==> config.mk <==
export PLATFORM = sky130hd
export DESIGN_NAME = mem_sync_sp_arb
export DESIGN_NICKNAME = d
export VERILOG_FILES = /design/src/rtl/mem_sync_sp_arb.sv
export SDC_FILE = /design/constraint.sdc
export NUM_CORES = 1
export LEC_CHECK = 0
export CELL_PAD_IN_SITES_DETAIL_PLACEMENT = 1
export CELL_PAD_IN_SITES_GLOBAL_PLACEMENT = 1
export CORE_MARGIN = 2
export CORE_UTILIZATION = 15
export CTS_BUF_LIST = sky130_fd_sc_hd__clkbuf_2 sky130_fd_sc_hd__clkbuf_4 sky130_fd_sc_hd__clkbuf_8
export CTS_CLUSTER_DIAMETER = 60
export DETAILED_ROUTE_END_ITERATION = 16
export PLACE_DENSITY_LB_ADDON = 0.1
export SYNTH_ARGS = -nofsm -noshare
export SYNTH_HDL_FRONTEND = slang
export SYNTH_SLANG_ARGS = --single-unit
==> constraint.sdc <==
create_clock -name clk -period 1.6 [get_ports clk]
set_input_delay 0.4 -clock clk [delete_from_list [all_inputs] [get_ports clk]]
set_output_delay 0.4 -clock clk [all_outputs]
set_load 0.1 [all_outputs]
==> src/rtl/mem_sync_sp_arb.sv <==
// Two-port arbiter/sequencer in front of a single-port synchronous SRAM: A is read-only, B is load/store.
// Optional performance counters are enabled by defining MEM_ARB_PERF_EN.
module mem_sync_sp_arb #(
    parameter int ADDR_WIDTH = 11,
    parameter int DATA_WIDTH = 32,
    parameter int DATA_BYTES = DATA_WIDTH / 8,
    parameter int MEM_LAT    = 1
) (
    input  logic                  clk,
    input  logic                  rst_n,
    input  logic                  i_a_req,
    input  logic [ADDR_WIDTH-1:0] i_a_addr,
    output logic                  o_a_gnt,
    output logic                  o_a_rvalid,
    output logic [DATA_WIDTH-1:0] o_a_rdata,
    input  logic                  i_b_req,
    input  logic [ADDR_WIDTH-1:0] i_b_addr,
    input  logic [DATA_WIDTH-1:0] i_b_wdata,
    input  logic [DATA_BYTES-1:0] i_b_wen,
    output logic                  o_b_gnt,
    output logic                  o_b_rvalid,
    output logic [DATA_WIDTH-1:0] o_b_rdata,
    output logic [ADDR_WIDTH-1:0] o_mem_addr,
    output logic [DATA_WIDTH-1:0] o_mem_wdata,
    output logic [DATA_BYTES-1:0] o_mem_wen,
    input  logic [DATA_WIDTH-1:0] i_mem_rdata
`ifdef MEM_ARB_PERF_EN
    ,
    output logic [31:0]           o_perf_conflicts,
    output logic [31:0]           o_perf_a_stall
`endif
);

    logic                  last_b;
    logic [ADDR_WIDTH-1:0] addr_q;
    logic [MEM_LAT-1:0]    tag_valid;
    logic [MEM_LAT-1:0]    tag_port;
    logic [MEM_LAT-1:0]    tag_write;
    logic                  any_gnt;
    logic                  b_is_write;
    logic                  resp_valid;
    logic                  resp_port;
    logic                  resp_write;

    // Round-robin only matters on conflict; a lone requester always wins.
    always_comb begin
        o_a_gnt = 1'b0;
        o_b_gnt = 1'b0;
        if (rst_n) begin
            if (i_a_req && i_b_req) begin
                o_a_gnt = last_b;
                o_b_gnt = !last_b;
            end else begin
                o_a_gnt = i_a_req;
                o_b_gnt = i_b_req;
            end
        end
    end

    assign any_gnt    = o_a_gnt || o_b_gnt;
    assign b_is_write = |i_b_wen;

    // Idle cycles keep the previous address so the macro sees no toggling and no write.
    always_comb begin
        o_mem_addr  = addr_q;
        o_mem_wdata = '0;
        o_mem_wen   = '0;
        if (o_a_gnt) begin
            o_mem_addr = i_a_addr;
        end else if (o_b_gnt) begin
            o_mem_addr  = i_b_addr;
            o_mem_wdata = i_b_wdata;
            o_mem_wen   = i_b_wen;
        end
    end

    always_ff @(posedge clk or negedge rst_n) begin
        if (!rst_n) begin
            last_b    <= 1'b0;
            addr_q    <= '0;
            tag_valid <= '0;
            tag_port  <= '0;
            tag_write <= '0;
        end else begin
            if (any_gnt) begin
                last_b <= o_b_gnt;
                addr_q <= o_mem_addr;
            end
            for (int i = MEM_LAT - 1; i > 0; i--) begin
                tag_valid[i] <= tag_valid[i-1];
                tag_port[i]  <= tag_port[i-1];
                tag_write[i] <= tag_write[i-1];
            end
            tag_valid[0] <= any_gnt;
            tag_port[0]  <= o_b_gnt;
            tag_write[0] <= o_b_gnt && b_is_write;
        end
    end

    // The oldest tag lines up with the memory's read data for that grant.
    assign resp_valid = tag_valid[MEM_LAT-1];
    assign resp_port  = tag_port[MEM_LAT-1];
    assign resp_write = tag_write[MEM_LAT-1];

    assign o_a_rvalid = resp_valid && !resp_port;
    assign o_b_rvalid = resp_valid && resp_port;
    assign o_a_rdata  = o_a_rvalid ? i_mem_rdata : '0;
    assign o_b_rdata  = (o_b_rvalid && !resp_write) ? i_mem_rdata : '0;

`ifdef MEM_ARB_PERF_EN
    always_ff @(posedge clk or negedge rst_n) begin
        if (!rst_n) begin
            o_perf_conflicts <= '0;
            o_perf_a_stall   <= '0;
        end else begin
            if (i_a_req && i_b_req && (o_perf_conflicts != 32'hFFFF_FFFF)) begin
                o_perf_conflicts <= o_perf_conflicts + 32'd1;
            end
            if (i_a_req && !o_a_gnt && (o_perf_a_stall != 32'hFFFF_FFFF)) begin
                o_perf_a_stall <= o_perf_a_stall + 32'd1;
            end
        end
    end
`endif

endmodule
==> out/metrics.cfg <==
[cts]
cts.sinks = 15
clock_latency_ns = 0.25
clkTransAtPathRegs_ns = 0.06
cts_root_buf = clkbuf_8
cts_buffers = 3
clockBufferDepth = 2
htree_levels = 1
cts_hold_buf = 0
cts_tree = done

[worst_setup_path]
setup.worst_path.class = in -> out
cpMaxStageDelayCell = a221o_4
worst-path-stages = 8
r2r_end = addr_q[1]
cp_top_family = buffers and inverters
crit_path_start_kind = input port
reg2reg_slack_ns = 0.12
worstPathCellList = buf_2, buf_6, nand2_8, a21oi_4, buf_12, buf_12, a221o_4, buf_12
r2r-start = last_b
worstPathArrival_ns = 1.58
cpPeakStageDelay_ns = 0.36
cpMostUsedCell = buf_12
path_max_fanout = 7
critPathCaptureType = primary output
critPathBufInv = 5
critical_path_required_ns = 1.20
reg2regPathDepth = 6

[worst_hold_path]
hold_path_class = in -> async

[yosys]
synth_area_per_cell_um2 = 8.74
synth_area_um2 = 1530
synth_cell_types = 17
netlist_instances = 175
synth_warnings = 0
ys_seq_area_share_pct = 24.5
syn_nets = 269
ys_seq_elements = 15

[power]
ir_worst_vdd_mv = 0.288
pwr_density_cell_nw_per_um2 = 589
leakage_nw = 2.58

[global_route]
grtUsageMet3_pct = 6.24
grt_pass1_wl_um = 15900
grt_busiest_layer = met2
grt_pass1_vias = 2727
antenna_found_initial = 0
met1_usage_pct = 18.6
overflow = 0
track_usage_pct = 18.5
grt_max_degree = 19
grt_use_met2_pct = 36.8

[route]
drtIter0Drc = 37
dr_total_vias = 2386
dr.pass1.iters = 4
wirelength_um = 10300
drc_errors = 0
drtAntennaViolNets = 0
detail_route.wl_per_cell_um = 18.1
vias_per_cell = 4.22

[die]
die_height_um = 105
initial_utilization_pct = 15.6
core_area_um2 = 9820
ios = 209
dieArea_um2 = 11000
num_rows = 36
die_w_um = 105

[placed_design]
io_buffers = 208
place_congestion = 0.741
hpwlAfterDp_um = 8280
place_area_um2 = 5590

[sta]
fin_crit_sh_pct = 124
hold_violations = 0
rsz0062_at_grt = true
period_needed_ns = 1.98
setup_viol = 114
worst_slack_ns = -0.378
slew_violations = 0
fmax_ghz = 0.506
slew_headroom_pct = 84.2
worst_slew_pin_slew_ns = 0.236
skew_ns = 0.000835

[status]
violations = setup timing
status = finished with violations

[final_layout]
area_delta_synth_final_pct = 287
post-route-util_pct = 60.3
postLayoutCellArea_um2 = 5920
drive_above_1_share_pct = 73.2
nNetsFinal = 528
final_cell_mix = buf_12 (122), and2_4 (109), clkdlybuf4s50_1 (90)
antenna_cells = 0
nFillCells = 1012
layout_commonest_cell = buf_12

[flow_run]
drv_cap = 0

[cells by family (layout without fill, tap and decap cells)]
group	after synthesis	in the layout	synth area share, %
simple gates	116	117	48.8
compound gates	27	27	18.0
flops	15	15	24.5
buf+inv	17	274	8.67
[Yosys cell counts]
master	instances	share of area [%]
dfrtp_1	15	25
a21o_2	1	0.57
a21oi_4	1	1.1
nor2b_1	1	0.41
a21oi_2	1	0.57
buf_2	1	0.33
nand2_1	2	0.49
and2_1	101	41
a221o_1	22	14
and2_2	3	1.5
and2b_1	1	0.49
clkbuf_1	5	1.2
o41a_2	1	0.82
and2_4	8	4.6
o21ai_2	1	0.57
buf_6	9	6.6
inv_1	2	0.49
[flip-flops by register name (all words and copies together), names as in the netlist]
signal      count
resp_valid      1
addr_q         11
last_b          1
resp_port       1
resp_write      1
[where the power goes]
group / internal (W) / switching, W / total (W)
sequential: 0.000429 / 0.0000179 / 0.000447
combinational: 0.00119 / 0.00152 / 0.00271
clock: 0.000194 / 0.000142 / 0.000336
total: 0.00181 / 0.00168 / 0.00349
[worst max-delay path by stage]
stage	start	to	slack (ns)
after detailed placement	i_b_req	o_mem_addr[9]	-0.73
after floorplan	resp_port	o_b_rdata[0]	-0.17
final	i_b_req	o_mem_addr[9]	-0.38
after global placement	rst_n	o_mem_addr[5]	-0.72
after global routing	last_b	o_mem_wdata[14]	-0.42
after CTS	last_b	o_mem_addr[9]	-0.38
[timing repair]
| item | 4_1_cts | 5_1_grt |
|---|---|---|
| endpoints found under the hold margin | 0 | 0 |
| pin swaps | 30 | 9 |
| resized for setup | 46 | 8 |
| gates cloned | 6 | 1 |
| setup endpoints to repair | 122 | 115 |
| buffers inserted | 10 | 7 |
[cell type report]
class,instances,area [um2],share of cell area (%)
repair buffers,268,3880,65.5
inverters,2,7.51,0.127
well taps,133,166,2.81
clock buffers,4,48.8,0.824
multi-input cells,144,1440,24.4
flip-flops and latches,15,377,6.36
[stage by stage]
stage          power [W]  setup WS, ns  instances  setup TNS [ns]  hold WS, ns
3_5_place_dp     0.00308        -0.726        544          -41.30        0.570
4_1_cts          0.00350        -0.377        562          -33.92        0.112
3_3_place_gp     0.00305        -0.716        544          -39.93        0.568
2_1_floorplan    0.00200        -0.171        175           -8.54        0.104
5_1_grt          0.00361        -0.422        566          -39.05        0.127
6_report         0.00349        -0.378        566          -31.93        0.115
[per-layer routing]
metal  part of all wire (%)  up-vias
met5                      0        -
met4                   0.81        0
met1                     34     1128
met2                     56      147
met3                    9.5        6
li1                       -     1105
Power figures use the tool's default switching activity.
